--- src/rtl/uart_ctrl_if.sv ---
// Bus-side register port of uart_ctrl: one-cycle access strobes from the decoder,
// registered read data and a level interrupt back.
interface uart_ctrl_if;
  logic       cs;
  logic       we;
  logic [1:0] addr;
  logic [7:0] wdata;
  logic [7:0] rdata;
  logic       irq;

  modport master (output cs, we, addr, wdata, input  rdata, irq);
  modport slave  (input  cs, we, addr, wdata, output rdata, irq);
endinterface

--- src/rtl/uart_ctrl.sv ---
// CPU register front-end for the uart block: one-byte RX prefetch, TX FIFO drained
// one byte per wr_busy cycle, and a level interrupt.
module uart_ctrl #(
  parameter int TX_AW    = 4,
  parameter int TX_DEPTH = 16,
  parameter int BUSY_TO  = 15
) (
  input  logic       sys_clk,
  input  logic       reset_n,
  uart_ctrl_if.slave bus,
  input  logic       rx_avail,
  output logic       rx_req,
  input  logic       rx_rdy,
  input  logic [7:0] rx_data,
  output logic [7:0] tx_data,
  output logic       tx_en,
  input  logic       tx_busy
);

  localparam int              TO_W    = $clog2(BUSY_TO + 1);
  localparam logic [TX_AW:0]  DEPTH_C = (TX_AW + 1)'(TX_DEPTH);
  localparam logic [TX_AW:0]  CNT_ONE = (TX_AW + 1)'(1);
  localparam logic [TO_W-1:0] TO_LAST = TO_W'(BUSY_TO - 1);

  typedef enum logic [1:0] {
    A_DATA   = 2'd0,
    A_STATUS = 2'd1,
    A_IEN    = 2'd2,
    A_RSVD   = 2'd3
  } reg_addr_e;

  typedef enum logic [1:0] {R_IDLE, R_WAIT, R_FULL} rx_state_e;
  typedef enum logic [1:0] {T_IDLE, T_START, T_RUN} tx_state_e;

  // ---------------------------------------------------------------------------
  // Bus decode
  // ---------------------------------------------------------------------------
  reg_addr_e addr_sel;
  logic      rd_acc;
  logic      wr_acc;
  logic      data_rd;
  logic      data_wr;

  assign addr_sel = reg_addr_e'(bus.addr);
  assign rd_acc   = bus.cs & ~bus.we;
  assign wr_acc   = bus.cs &  bus.we;
  assign data_rd  = rd_acc & (addr_sel == A_DATA);
  assign data_wr  = wr_acc & (addr_sel == A_DATA);

  // ---------------------------------------------------------------------------
  // RX prefetch FSM
  // ---------------------------------------------------------------------------
  rx_state_e  rx_state_q, rx_state_d;
  logic [7:0] rx_hold_q,  rx_hold_d;
  logic       rx_req_q,   rx_req_d;
  logic       rx_valid;

  // The holding register is valid exactly while the FSM sits in R_FULL.
  assign rx_valid = (rx_state_q == R_FULL);

  // NOTE: sequential state uses non-blocking assignments so every register
  // samples the pre-edge values of the others.
  always_ff @(posedge sys_clk or negedge reset_n) begin
    if (!reset_n) begin
      rx_state_q <= R_IDLE;
      rx_hold_q  <= '0;
      rx_req_q   <= 1'b0;
    end else begin
      rx_state_q <= rx_state_d;
      rx_hold_q  <= rx_hold_d;
      rx_req_q   <= rx_req_d;
    end
  end

  // NOTE: every always_comb output gets a default first so no path leaves it
  // unassigned and infers a latch.
  always_comb begin
    rx_state_d = rx_state_q;
    case (rx_state_q)
      R_IDLE:  if (rx_avail) rx_state_d = R_WAIT;
      R_WAIT:  if (rx_rdy)   rx_state_d = R_FULL;
      R_FULL:  if (data_rd)  rx_state_d = R_IDLE;
      default: rx_state_d = R_IDLE;
    endcase
  end

  always_comb begin
    rx_req_d  = (rx_state_q == R_IDLE) & rx_avail;
    rx_hold_d = rx_hold_q;
    if ((rx_state_q == R_WAIT) && rx_rdy) rx_hold_d = rx_data;
  end

  // ---------------------------------------------------------------------------
  // TX FIFO
  // ---------------------------------------------------------------------------
  logic [7:0]       mem_q [TX_DEPTH];
  logic [TX_AW-1:0] wr_ptr_q, rd_ptr_q;
  logic [TX_AW:0]   count_q,  count_d;
  logic             tx_full;
  logic             tx_empty;
  logic             push;
  logic             pop;

  assign tx_full  = (count_q == DEPTH_C);
  assign tx_empty = (count_q == '0);
  assign push     = data_wr & ~tx_full;

  // NOTE: the storage array has no reset; count and pointers alone define
  // which entries are meaningful.
  always_ff @(posedge sys_clk) begin
    if (push) mem_q[wr_ptr_q] <= bus.wdata;
  end

  always_comb begin
    count_d = count_q;
    if (push && !pop)      count_d = count_q + CNT_ONE;
    else if (!push && pop) count_d = count_q - CNT_ONE;
  end

  always_ff @(posedge sys_clk or negedge reset_n) begin
    if (!reset_n) begin
      wr_ptr_q <= '0;
      rd_ptr_q <= '0;
      count_q  <= '0;
    end else begin
      if (push) wr_ptr_q <= wr_ptr_q + TX_AW'(1);
      if (pop)  rd_ptr_q <= rd_ptr_q + TX_AW'(1);
      count_q <= count_d;
    end
  end

  // ---------------------------------------------------------------------------
  // TX drain FSM
  // ---------------------------------------------------------------------------
  tx_state_e       tx_state_q, tx_state_d;
  logic [TO_W-1:0] to_cnt_q,   to_cnt_d;
  logic            tx_en_q,    tx_en_d;
  logic [7:0]      tx_data_q,  tx_data_d;
  logic            tx_active;

  assign tx_active = (tx_state_q != T_IDLE);

  always_ff @(posedge sys_clk or negedge reset_n) begin
    if (!reset_n) begin
      tx_state_q <= T_IDLE;
      to_cnt_q   <= '0;
      tx_en_q    <= 1'b0;
      tx_data_q  <= '0;
    end else begin
      tx_state_q <= tx_state_d;
      to_cnt_q   <= to_cnt_d;
      tx_en_q    <= tx_en_d;
      tx_data_q  <= tx_data_d;
    end
  end

  // A uart that never raises wr_busy must not wedge the queue, so T_START
  // gives up after BUSY_TO cycles and treats the byte as sent.
  always_comb begin
    tx_state_d = tx_state_q;
    case (tx_state_q)
      T_IDLE:  if (!tx_empty && !tx_busy) tx_state_d = T_START;
      T_START: begin
        if (tx_busy)                   tx_state_d = T_RUN;
        else if (to_cnt_q == TO_LAST)  tx_state_d = T_IDLE;
      end
      T_RUN:   if (!tx_busy) tx_state_d = T_IDLE;
      default: tx_state_d = T_IDLE;
    endcase
  end

  always_comb begin
    pop       = (tx_state_q == T_IDLE) & ~tx_empty & ~tx_busy;
    tx_en_d   = pop;
    tx_data_d = pop ? mem_q[rd_ptr_q] : tx_data_q;
    to_cnt_d  = (tx_state_q == T_START) ? to_cnt_q + TO_W'(1) : '0;
  end

  // ---------------------------------------------------------------------------
  // Control/status registers and read path
  // ---------------------------------------------------------------------------
  logic       ovf_q,   ovf_d;
  logic [1:0] ien_q,   ien_d;
  logic [7:0] rdata_q, rdata_d;
  logic [7:0] rd_mux;

  always_comb begin
    rd_mux = '0;
    case (addr_sel)
      A_DATA:   rd_mux = rx_valid ? rx_hold_q : 8'h00;
      A_STATUS: rd_mux = {3'b000, tx_active, ovf_q, tx_empty, tx_full, rx_valid};
      A_IEN:    rd_mux = {6'b000000, ien_q};
      default:  rd_mux = 8'h00;
    endcase
  end

  always_comb begin
    ovf_d   = ovf_q;
    ien_d   = ien_q;
    rdata_d = rdata_q;
    if (data_wr && tx_full) ovf_d = 1'b1;
    else if (wr_acc && (addr_sel == A_STATUS) && bus.wdata[3]) ovf_d = 1'b0;
    if (wr_acc && (addr_sel == A_IEN)) ien_d = bus.wdata[1:0];
    if (rd_acc) rdata_d = rd_mux;
  end

  always_ff @(posedge sys_clk or negedge reset_n) begin
    if (!reset_n) begin
      ovf_q   <= 1'b0;
      ien_q   <= '0;
      rdata_q <= '0;
    end else begin
      ovf_q   <= ovf_d;
      ien_q   <= ien_d;
      rdata_q <= rdata_d;
    end
  end

  assign bus.rdata = rdata_q;
  assign bus.irq   = (ien_q[0] & rx_valid) | (ien_q[1] & tx_empty & ~tx_active);
  assign rx_req    = rx_req_q;
  assign tx_en     = tx_en_q;
  assign tx_data   = tx_data_q;

endmodule

--- src/flat_wrapper.sv ---
// flat-port wrapper written by rule: the top's interface ports become plain ports
module uart_ctrl_flat 
#(
  parameter int TX_AW    = 4,
  parameter int TX_DEPTH = 16,
  parameter int BUSY_TO  = 15
)
  (sys_clk, reset_n, rx_avail, rx_req, rx_rdy, rx_data, tx_data, tx_en, tx_busy, bus_cs, bus_we, bus_addr, bus_wdata, bus_rdata, bus_irq);
  uart_ctrl_if bus_i ();
  input  logic sys_clk;
  input  logic reset_n;
  input  logic rx_avail;
  output logic rx_req;
  input  logic rx_rdy;
  input  logic [7:0] rx_data;
  output logic [7:0] tx_data;
  output logic tx_en;
  input  logic tx_busy;
  input wire logic [$bits(bus_i.cs)-1:0] bus_cs;
  input wire logic [$bits(bus_i.we)-1:0] bus_we;
  input wire logic [$bits(bus_i.addr)-1:0] bus_addr;
  input wire logic [$bits(bus_i.wdata)-1:0] bus_wdata;
  output wire logic [$bits(bus_i.rdata)-1:0] bus_rdata;
  output wire logic [$bits(bus_i.irq)-1:0] bus_irq;
  assign bus_i.cs = bus_cs;
  assign bus_i.we = bus_we;
  assign bus_i.addr = bus_addr;
  assign bus_i.wdata = bus_wdata;
  assign bus_rdata = bus_i.rdata;
  assign bus_irq = bus_i.irq;
  uart_ctrl #(.TX_AW(TX_AW), .TX_DEPTH(TX_DEPTH), .BUSY_TO(BUSY_TO)) u_core (.sys_clk(sys_clk), .reset_n(reset_n), .bus(bus_i), .rx_avail(rx_avail), .rx_req(rx_req), .rx_rdy(rx_rdy), .rx_data(rx_data), .tx_data(tx_data), .tx_en(tx_en), .tx_busy(tx_busy));
endmodule
--- config.mk ---
export PLATFORM = sky130hd
export DESIGN_NAME = uart_ctrl_flat
export DESIGN_NICKNAME = d
export VERILOG_FILES = /design/src/rtl/uart_ctrl_if.sv /design/src/rtl/uart_ctrl.sv /design/src/flat_wrapper.sv
export SDC_FILE = /design/constraint.sdc
export NUM_CORES = 1
export LEC_CHECK = 0
export CAP_MARGIN = 25
export CORE_ASPECT_RATIO = 0.5
export CORE_MARGIN = 2
export CORE_UTILIZATION = 45
export CTS_BUF_LIST = sky130_fd_sc_hd__clkbuf_8
export DETAILED_ROUTE_END_ITERATION = 10
export GPL_ROUTABILITY_DRIVEN = 0
export PLACE_DENSITY = 0.71
export SETUP_SLACK_MARGIN = 0.2
export SLEW_MARGIN = 20
export SYNTH_ARGS = -nofsm -noshare
export SYNTH_HDL_FRONTEND = slang
export SYNTH_SLANG_ARGS = --single-unit
--- constraint.sdc ---
create_clock -name sys_clk -period 2.75 [get_ports sys_clk]
set_input_delay 0.275 -clock sys_clk [delete_from_list [all_inputs] [get_ports sys_clk]]
set_output_delay 0.275 -clock sys_clk [all_outputs]
set_load 0.005 [all_outputs]
==> reports/qor.yml <==
worstSetupStartpointType: "flip-flop"
slew-limit-headroom_pct: 52.1
critical_path_capture_point_type: "flip-flop"
clk-insertion-delay-late_ns: 0.45
floorplan.die_area_sq_um: 17100
post-route-period-util_pct: 91.2
grt_first_pass_wirelength_mm: 21.8
fillCellCount: 1202
worst-setup-path-type: "reg -> reg"
fin_crit_ns: 2.51
cp.arrival_ns: 2.87
syn_avg_cell_area_sq_um: 17.8
numPlacedInstances: 666
critical_path_start: "u_core.count_q[0]"
place_area_sq_um: 8080
ys.flop_type: "sky130_fd_sc_hd__edfxtp_1"
syn2layout_area_growth_pct: 18.1
dp_hpwl_mm: 9.00
drive_above_1_share_pct: 25.0
vias_per_cell: 5.47
first_iter_violations: 233
grt_start_max_net_pins: 39
worst_hold_slack_ns: 0.277
drt-wirelength-per-cell_um: 19.4
clockPowerShare_pct: 23.7
number_of_flops_mapped_to_enable_cells_by_yosys: 128
global_route.overflow_total: 0
antenna_found_initial: 0
swShare_pct: 30.3
worst-endpoint-required_ns: 3.12
skew_ns: 0.0106
finalHoldViolations: 0
start_util_pct: 46.5
worst_slew_pin_slew_ns: 0.718
root_buffer: "sky130_fd_sc_hd__clkbuf_8"
ff_to_ff_start: "u_core.count_q[0]"
synth.ff_latch_count: 178
synthesized_cell_area_sq_um: 7220
static-leakage-power_nw: 3.04
via_count: 3853
totalWireLength_mm: 13.7
report.power.total_mw: 7.50
grt_pass1_vias: 3927
tritoncts_num_sinks: 178
cts_tree: "done"
fin_area_sq_um: 8530
synth_warnings: 0
antenna_left: 0
nets: 524
reg2regPathDepth: 10
drt_drc_violations_left: 0
io-pin-count: 44
cts_max_level: 4
synth_seq_area_share_pct: 70.6
cellPowerDensity_nw_per_um2: 879
grt.total_usage_pct: 17.3
die_width_um: 183
synth-async-reset-ratio_pct: 28.1
maxCapViolations: 0
sequential_share_of_power_pct: 47.7
pwr-share-comb_pct: 28.6
hold_path.class: "in -> async"
status: "finished clean"
die_span_y_um: 93.6
syn_nets: 442
tritoncts.num_buffers: 17
setup_tns_ns: 0
power.internal_mw: 5.22
multi_input_area_sq_um: 2030
core_area_sq_um: 15500
clock_tree.buffer_depth: 2
final-instance-count-excl-fill: 704
dr.pass1.iters: 5
n_antenna_cell: 0
total_switching_power_mw: 2.27
power.ir.vdd_worst_uv: 439
fmax_ghz: 0.399
cp_max_fo: 5
report.final.slew_viol_count: 0
buffer_ports.inserted: 43
clkSlewWorstSetupHoldPaths_ns: 0.09
post_synthesis_instance_total: 405
setup_viol: 0
fp-row-count: 32
final-seq-area_sq_um: 5100
rsz0062_at_grt: "true"
post_synth_num_cell_types: 44
==> synthesized netlist by cell type, drive strengths merged (10+ instances only) <==
library cell	n	area [sq um]
dfrtp	50	1250
nand2	16	60.1
nor2	23	86.3
mux2	21	236
o22ai	17	106
a21oi	13	65.1
edfxtp	128	3840
clkbuf	11	41.3
nand2b	10	62.6
ha	11	138
mux4	32	769
==> flip-flops by register name, summed over array words and instances, names as in the netlist, 4 cells and up <==
name / cells
u_core.count_q: 5
u_core.rx_hold_q: 8
u_core.to_cnt_q: 4
u_core.mem_q: 128
u_core.tx_data: 8
u_core.rd_ptr_q: 4
u_core.bus.rdata: 8
u_core.wr_ptr_q: 4
==> metal layers <==
layer  up-vias  global-route usage (%)  wire, um
li1       1753                       -         -
met1      1977                    23.3      6150
met2       106                    28.2      6640
met3        17                    4.13       729
met4         0                    5.40       172
met5         -                       0         0
==> through the flow <==
stage | util (%) | setup WS (ns)
finish | 54.9 | 0.243
global route | 54.9 | 0.136
CTS | 54.8 | 0.209
detailed placement | 52.0 | 0.0645
global placement | 52.0 | 0.114
floorplan | - | 0.0612
==> final timing paths <==
kind                                      end  slack [ns]
hold reg to reg            u_core.to_cnt_q[0]        0.49
hold / removal                   u_core.tx_en        0.28
setup reg to reg            u_core.count_q[4]        0.24
setup / recovery            u_core.count_q[4]        0.24
min in group sys_clk            u_core.rx_req        0.40
max in group asynchronous   u_core.count_q[0]        1.64
==> cell usage in the layout (no fill, tap or decap), types with 2 or more instances in the layout <==
cell type	Yosys	final
sky130_fd_sc_hd__a21o_1	2	2
sky130_fd_sc_hd__a21oi_1	13	12
sky130_fd_sc_hd__a22o_1	3	3
sky130_fd_sc_hd__buf_4	1	39
sky130_fd_sc_hd__bufinv_16	0	2
sky130_fd_sc_hd__clkbuf_8	0	17
sky130_fd_sc_hd__clkdlybuf4s50_1	0	41
sky130_fd_sc_hd__clkinv_2	0	2
sky130_fd_sc_hd__clkinvlp_4	0	3
sky130_fd_sc_hd__dfrtp_1	50	48
sky130_fd_sc_hd__dfrtp_2	0	2
sky130_fd_sc_hd__edfxtp_1	128	128
sky130_fd_sc_hd__ha_1	11	9
sky130_fd_sc_hd__ha_4	0	2
sky130_fd_sc_hd__inv_1	7	7
sky130_fd_sc_hd__inv_4	0	2
sky130_fd_sc_hd__inv_6	0	5
sky130_fd_sc_hd__mux2_2	21	21
sky130_fd_sc_hd__mux4_1	13	13
sky130_fd_sc_hd__mux4_2	19	19
sky130_fd_sc_hd__nand2_1	16	16
sky130_fd_sc_hd__nand2b_1	10	10
sky130_fd_sc_hd__nand3_1	3	3
sky130_fd_sc_hd__nand4_1	2	2
sky130_fd_sc_hd__nor2_1	23	22
sky130_fd_sc_hd__nor3_1	8	8
sky130_fd_sc_hd__nor4_2	2	2
sky130_fd_sc_hd__o21ai_0	7	7
sky130_fd_sc_hd__o22ai_1	17	17
sky130_fd_sc_hd__xnor2_1	9	9
sky130_fd_sc_hd__xor2_1	3	3
==> logic make-up after synthesis <==
| group | after synthesis | synth area share (%) |
|---|---|---|
| flip-flops | 178 | 70.6 |
| AND/OR/NAND/NOR | 71 | 4.99 |
| multiplexers | 54 | 14.1 |
| AO/OA/AOI/OAI | 51 | 4.92 |
| buffers and inverters | 27 | 1.82 |
| XOR/XNOR | 12 | 1.46 |
| adder cells (fa/ha/maj) | 12 | 2.18 |
==> worst max-delay path: stages (launching register included) <==
cell,delay [ns]
sky130_fd_sc_hd__dfrtp_2,0.41
sky130_fd_sc_hd__or4_4,0.53
sky130_fd_sc_hd__o21a_1,0.22
sky130_fd_sc_hd__inv_4,0.07
sky130_fd_sc_hd__ha_4,0.15
sky130_fd_sc_hd__inv_4,0.05
sky130_fd_sc_hd__fa_2,0.33
sky130_fd_sc_hd__a21o_1,0.18
sky130_fd_sc_hd__a21oi_2,0.13
sky130_fd_sc_hd__mux2i_1,0.22
sky130_fd_sc_hd__xnor2_1,0.13
==> power by group through the flow <==
stage	logic (mW)	registers [mW]	clock network [mW]
2_1_floorplan	1.61	3.43	0
3_3_place_gp	2.05	3.62	0
3_5_place_dp	2.08	3.64	0
4_1_cts	2.15	3.58	1.81
5_1_grt	2.33	3.64	1.91
6_report	2.14	3.58	1.78
==> final cells by class <==
cell class	instances	area share (%)
Tap cell	204	2.99
Multi-Input combinational cell	200	23.8
Inverter	7	0.367
Timing Repair Buffer	83	8.52
Clock buffer	17	2.74
Clock inverter	15	1.82
Sequential cell	178	59.8
==> repair_timing <==
item / 4_1_cts / 5_1_grt
hold buffers: 1 / 0
resized for setup: 3 / 0
setup endpoints to repair: 2 / 1
endpoints found under the hold margin: 12 / 0
pin swaps: 4 / 2
setup buffers: 4 / 1
(Power assumes the default switching activity.)
==> edit 1, RTL diff (config.mk and constraints unchanged) <==
Encoding of `rx_state_e`: now one-hot (3 bits for 3 states).
--- a/src/rtl/uart_ctrl.sv
+++ b/src/rtl/uart_ctrl.sv
@@ -31,3 +31,3 @@
 
-  typedef enum logic [1:0] {R_IDLE, R_WAIT, R_FULL} rx_state_e;
+  typedef enum logic [2:0] {R_IDLE = 3'b001, R_WAIT = 3'b010, R_FULL = 3'b100} rx_state_e;
   typedef enum logic [1:0] {T_IDLE, T_START, T_RUN} tx_state_e;
Check against the original RTL: no difference found for any inputs over 4 cycles, from zero or initial values and one cycle with reset_n low; so few cycles prove little.
==> edit 1 against the original RTL <==
  * Power grew 4.7%
  * Area after synthesis grew 2.4%
  * Routed wire length grew 4.7%
  * Hold slack gained 150 ps
  * Sequential cell count grew 1
  * Global-route usage grew 0.32 points
  * Design area grew 2.3%
  * Setup slack gained 61 ps
  * First-iteration DRC count grew 72%
  * Largest power group unchanged
==> edit 1: results (changes against the original RTL) <==
### Final layout
* Largest register FFs: 128, unchanged
* filler cell count: 1286, +7.0%
* net total in the final layout: 552, +5.3%
* ANT cells: 0, unchanged
* register name with the most flops: u_core.mem_q
* fraction of layout cells with a size suffix above 1: 20.5%, -4.5 points

### Clock tree
* Skew-Pair Late Insertion Delay: 450 ps, about the same
* clock-pin slew reported for the worst setup and hold paths after clock tree synthesis: 100 ps
* buffer depth of the longest clock path: 2, unchanged
* number of buffers created by CTS: 17, unchanged
* H-tree depth reported by CTS: 4, unchanged
* buffer type at the clock tree root: clkbuf_8

### Synth
* nets in the synthesized netlist: 481, +8.8%
* most used flip-flop cell after synthesis: edfxtp_1
* count of flip-flops with a built-in enable after synthesis: 128, unchanged
* commonest cells in the netlist: edfxtp_1 (128), dfrtp_1 (50), nand2_1 (47)
* Netlist cell types: 44, unchanged
* Syn. warnings: 0, unchanged
* share of synthesized area occupied by flip-flops and latches: 69.2%, -1.3 points
* FFs w/ async S/R, synth: 28.5%, +0.40 points
* synth top area cells: edfxtp_1 (52%), dfrtp_1 (17%), mux4_1 (5.3%)

### Power
* peak supply drop: 354 uV, -19%
* leakage power: 3.15 nW, +3.5%

### Setup path
* Largest delay share family, worst path: simple AND/OR/NAND/NOR gates
* slowest cell on the critical path: dfrtp_2
* arrival time at the worst endpoint: 2830 ps, -40 ps
* worst-case register-to-register setup slack: 300 ps, +60 ps
* depth of the most critical reg-to-reg path: 11, +1
* Max Fanout on Critical Path: 4, -1
* largest stage delay on the critical path: 450 ps, -80 ps
* FF-to-FF Start: u_core.count_q[1]$_DFFE_PN0P_
* capturing point of the worst reg2reg path: u_core.count_q[4]$_DFFE_PN0P_

### Global routing
* Total GRT Usage: 17.6%, +0.32 points
* antenna violations before repair: 0, unchanged
* maximum number of pins on one net before global-route repair: 52, +33%
* vias in the first global route: 3975, +1.2%
* global-route wire length before repair: 22500 um, +3.2%

### Route
* number of search-and-repair iterations in the first detailed-routing pass: 5, unchanged
* number of antenna-violating nets in the routed design: 0, unchanged
* total wire length after detailed routing: 14300 um, +4.7%
* Avg Vias per Cell: 5.27, -3.7%
* Iteration-0 DRC Markers: 401, +72%

### Hold path
* end of the worst hold path: u_core.rx_req$_DFF_PN0_
* worst hold path cell count: 3
* min-delay src: rx_avail
* type of the worst min-delay path: primary input to register

### Placed design
* estimated wirelength of the detail-placed design: 9060 um, +0.68%
* input/output buffers: 43, unchanged

### Timing
* Hold Fails Final Rpt: 0, unchanged
* worst slew margin relative to its limit: 56.1%, +4.0 points
* maximum clock skew at final layout: 11.9 ps, +1.26 ps

### Run status
* status: finished clean

edit 1: layout make-up:
cell class              instances  share of cell area [%]
clock inverters                15                    2.88
flip-flops and latches        179                    58.8
multi-input cells             235                    24.3
repair buffers                 73                    7.77
clock buffers                  17                    2.68
well taps                     227                    3.26
inverters                       8                   0.344
edit 1: worst max-delay path by stage:
stage	start	to	cells after the start
floorplan	u_core.count_q[0]$_DFFE_PN0P_	u_core.count_q[4]$_DFFE_PN0P_	11
global placement	tx_busy	u_core.count_q[4]$_DFFE_PN0P_	9
detailed placement	tx_busy	u_core.count_q[4]$_DFFE_PN0P_	9
CTS	u_core.count_q[0]$_DFFE_PN0P_	u_core.count_q[4]$_DFFE_PN0P_	11
global route	u_core.count_q[1]$_DFFE_PN0P_	u_core.count_q[4]$_DFFE_PN0P_	11
finish	u_core.count_q[1]$_DFFE_PN0P_	u_core.count_q[4]$_DFFE_PN0P_	11
edit 1: worst reg2reg max path, stage by stage (launching register included):
cell and delay [ps]:
dfrtp_2 450, nor4_4 310, nor2b_4 210, or4_4 130
ha_2 200, inv_1 60, buf_4 150, ha_1 200
a21o_1 170, a21oi_2 150, mux2i_1 220, xnor2_1 130
edit 1: kinds of logic (layout without fill, tap and decap cells):
group	count (synthesis)	after routing	synth area share, %
buffers and inverters	29	113	2.49
xor gates and xnor gates	12	12	1.42
DFF	179	179	69.2
adders and majority gates	13	13	2.30
and+or+nand+nor	103	103	6.39
AOI/OAI and AO/OA	48	48	3.69
muxes	59	59	14.5
edit 1: through the flow:
step / instances / hold WS, ps / worst slack (ps) / instance area, um2 / util (%)
after floorplan: 443 / -20.6 / 218 / 7400 / -
after global placement: 721 / 433 / 157 / 8200 / 50.5
after detailed placement: 721 / 437 / 125 / 8200 / 50.5
after CTS: 754 / 400 / 203 / 8690 / 53.6
after global routing: 754 / 407 / 131 / 8720 / 53.8
final: 754 / 423 / 305 / 8720 / 53.8
edit 1: routing by layer:
metal  wire length [um]  global-route usage, %  share of wire [%]
met5                  0                      0                  0
met4                158                   6.61                1.1
met3                726                   3.47                5.1
met2               6850                   27.7                 48
met1               6600                   24.6                 46
edit 1: where the power goes:
group          internal [mW]  switching (mW)
clock                   1.19           0.971
combinational           1.16            1.00
sequential              3.21           0.319
total                   5.56            2.29
edit 1: repair_timing:
action / CTS / global route
buffers inserted: 0 / 0
endpoints found under the setup margin: 0 / 3
hold buffers: 1 / 0
endpoints found under the hold margin: 50 / 0
gates resized for setup: 0 / 10
==> edit 2, RTL diff (same settings) <==
Without the edit above. `BUSY_TO` is set to 15 in 2 places; all go to 30.
--- a/src/rtl/uart_ctrl.sv
+++ b/src/rtl/uart_ctrl.sv
@@ -5,3 +5,3 @@
   parameter int TX_DEPTH = 16,
-  parameter int BUSY_TO  = 15
+  parameter int BUSY_TO  = 30
 ) (
--- a/src/flat_wrapper.sv
+++ b/src/flat_wrapper.sv
@@ -5,3 +5,3 @@
   parameter int TX_DEPTH = 16,
-  parameter int BUSY_TO  = 15
+  parameter int BUSY_TO  = 30
 )
Formal check against the unedited RTL: same outputs for any inputs over 4 cycles, from zero or initial values and one cycle with reset_n low; that may be too few to reach the edited logic, so the function may still have changed.
==> edit 2 against the original RTL <==
  * Setup slack better by 38 ps
  * Area after synthesis up 1.9%
  * Non-clock buffer count down 7
  * Design area up 0.72%
  * Power down 3.6%
  * Sequential cell count up 1
  * Global-route usage down 0.45 points
  * Routed wire length down 1.1%
==> edit 2: results (changes against the original RTL) <==
### Setup path
* Max Fanout on Critical Path: 5, unchanged
* arrival time at the worst endpoint: 2850 ps, -20 ps

### Global routing
* antenna violations before repair: 0, unchanged
* maximum number of pins on one net before global-route repair: 34, -13%
* vias in the first global route: 3900, -0.69%
* Total GRT Usage: 16.9%, -0.45 points
* global-route wire length before repair: 21400 um, -1.5%

### Placed design
* dpl ws: 62.1 ps, -2.41 ps
* estimated wirelength of the detail-placed design: 8610 um, -4.3%
* input/output buffers: 43, unchanged
* number of cells in the design after placement: 698, +4.8%
* total cell area at the placement stage: 8200 um2, +1.5%

### Route
* Iteration-0 DRC Markers: 301, +29%
* vias post-DR: 3834, -0.49%
* number of search-and-repair iterations in the first detailed-routing pass: 4, -1
* Avg WL per Cell: 18.5 um, -5.0%
* Avg Vias per Cell: 5.23, -4.4%

### Synth
* share of synthesized area occupied by flip-flops and latches: 69.6%, -0.98 points
* FFs w/ async S/R, synth: 28.5%, +0.40 points
* count of flip-flops with a built-in enable after synthesis: 128, unchanged
* number of standard cells after synthesis: 424, +4.7%
* commonest cells in the netlist: edfxtp_1 (128), dfrtp_1 (51), nor2_1 (26)
* synth top area cells: edfxtp_1 (52%), dfrtp_1 (17%), mux4_2 (6.4%)
* Syn. warnings: 0, unchanged
* Netlist cell types: 43, -2.3%
* most used flip-flop cell after synthesis: edfxtp_1
* nets in the synthesized netlist: 461, +4.3%

### Power
* leakage power: 3.10 nW, +1.8%
* peak supply drop: 389 uV, -11%

### Clock tree
* clock-pin slew reported for the worst setup and hold paths after clock tree synthesis: 90 ps, about the same
* number of buffers created by CTS: 17, unchanged
* buffer depth of the longest clock path: 2, unchanged
* H-tree depth reported by CTS: 4, unchanged
* Skew-Pair Late Insertion Delay: 450 ps, about the same
* buffer type at the clock tree root: clkbuf_8

### Hold path
* type of the worst min-delay path: primary input to register

### Final layout
* net total in the final layout: 536, +2.3%
* fraction of layout cells with a size suffix above 1: 22.3%, -2.7 points
* filler cell count: 1276, +6.2%
* register name with the most flops: u_core.mem_q
* Largest register FFs: 128, unchanged
* ANT cells: 0, unchanged

### Run status
* status: finished clean

### Timing
* maximum clock skew at final layout: 13.6 ps, +2.96 ps
* pin slew with the least headroom to its limit: 875 ps, +157 ps

edit 2: cell types whose count changed in the layout (fill, tap and decap cells not counted), sizes merged, moves of 4 or more:
cell / unedited run / this run
nand2: 16 / 25
buf: 40 / 33
mux2i: 1 / 14
nor2b: 1 / 6
mux2: 21 / 17
clkinv: 2 / 8
o22ai: 17 / 0
a21oi: 13 / 8
o21ai: 7 / 20
edit 2: final cells by class:
class                      count  area (um2)  area share, %
tap                          221         277           3.22
inverter                       7        26.3          0.306
sequential                   179        5120           59.7
clock inverter                14         118           1.37
timing repair buffer          76         687           8.00
multi-input combinational    218        2110           24.6
clock buffer                  18         248           2.88
edit 2: logic make-up after synthesis:
family / after synthesis / synth area share, %
AOI/OAI and AO/OA: 46 / 4.23
xor gates and xnor gates: 13 / 1.55
adders and majority gates: 12 / 2.14
buffers and inverters: 27 / 2.13
muxes: 63 / 14.9
and+or+nand+nor: 84 / 5.51
DFF: 179 / 69.6
edit 2: worst max-delay path: stages (launching register included):
cell,delay [ps]
dfrtp_1,430
or4_4,560
o21ai_4,180
ha_4,150
inv_2,60
fa_2,350
a21o_1,170
a21oi_2,140
mux2i_1,230
xnor2_1,130
edit 2: path summary, 6_finish.rpt:
kind                                          startpoint                         endpoint  slack (ps)  cells after the start
setup / recovery           u_core.count_q[2]$_DFFE_PN0P_    u_core.count_q[4]$_DFFE_PN0P_         280                      9
hold / removal                                  rx_avail          u_core.rx_req$_DFF_PN0_         410                      3
setup reg to reg           u_core.count_q[2]$_DFFE_PN0P_    u_core.count_q[4]$_DFFE_PN0P_         280                      9
hold reg to reg            u_core.tx_data[6]$_DFFE_PN0P_    u_core.tx_data[6]$_DFFE_PN0P_         490                      2
max in group asynchronous                        reset_n  u_core.rx_hold_q[2]$_DFFE_PN0P_        1480                      3
min in group asynchronous                        reset_n     u_core.to_cnt_q[2]$_DFF_PN0_         480                      2
edit 2: metal layers:
metal | routed length [um] | GRT usage, % | vias up
met2 | 6500 | 26.6 | 81
met3 | 510 | 3.70 | 8
met5 | 0 | 0 | -
met1 | 6410 | 23.5 | 1966
li1 | - | - | 1779
met4 | 122 | 5.69 | 0
edit 2: power breakdown:
| group | total, mW | internal [mW] | switching (mW) |
|---|---|---|---|
| combinational | 2.10 | 1.18 | 0.914 |
| clock | 1.65 | 0.738 | 0.908 |
| sequential | 3.48 | 3.19 | 0.298 |
| total | 7.23 | 5.11 | 2.12 |
edit 2: what timing repair did:
action                     4_1_cts  5_1_grt
pin swaps                        0        4
setup buffers                    1        1
resized for setup                2        1
hold buffers                     1        0
setup endpoints to repair        1        1
hold endpoints to repair        32        0
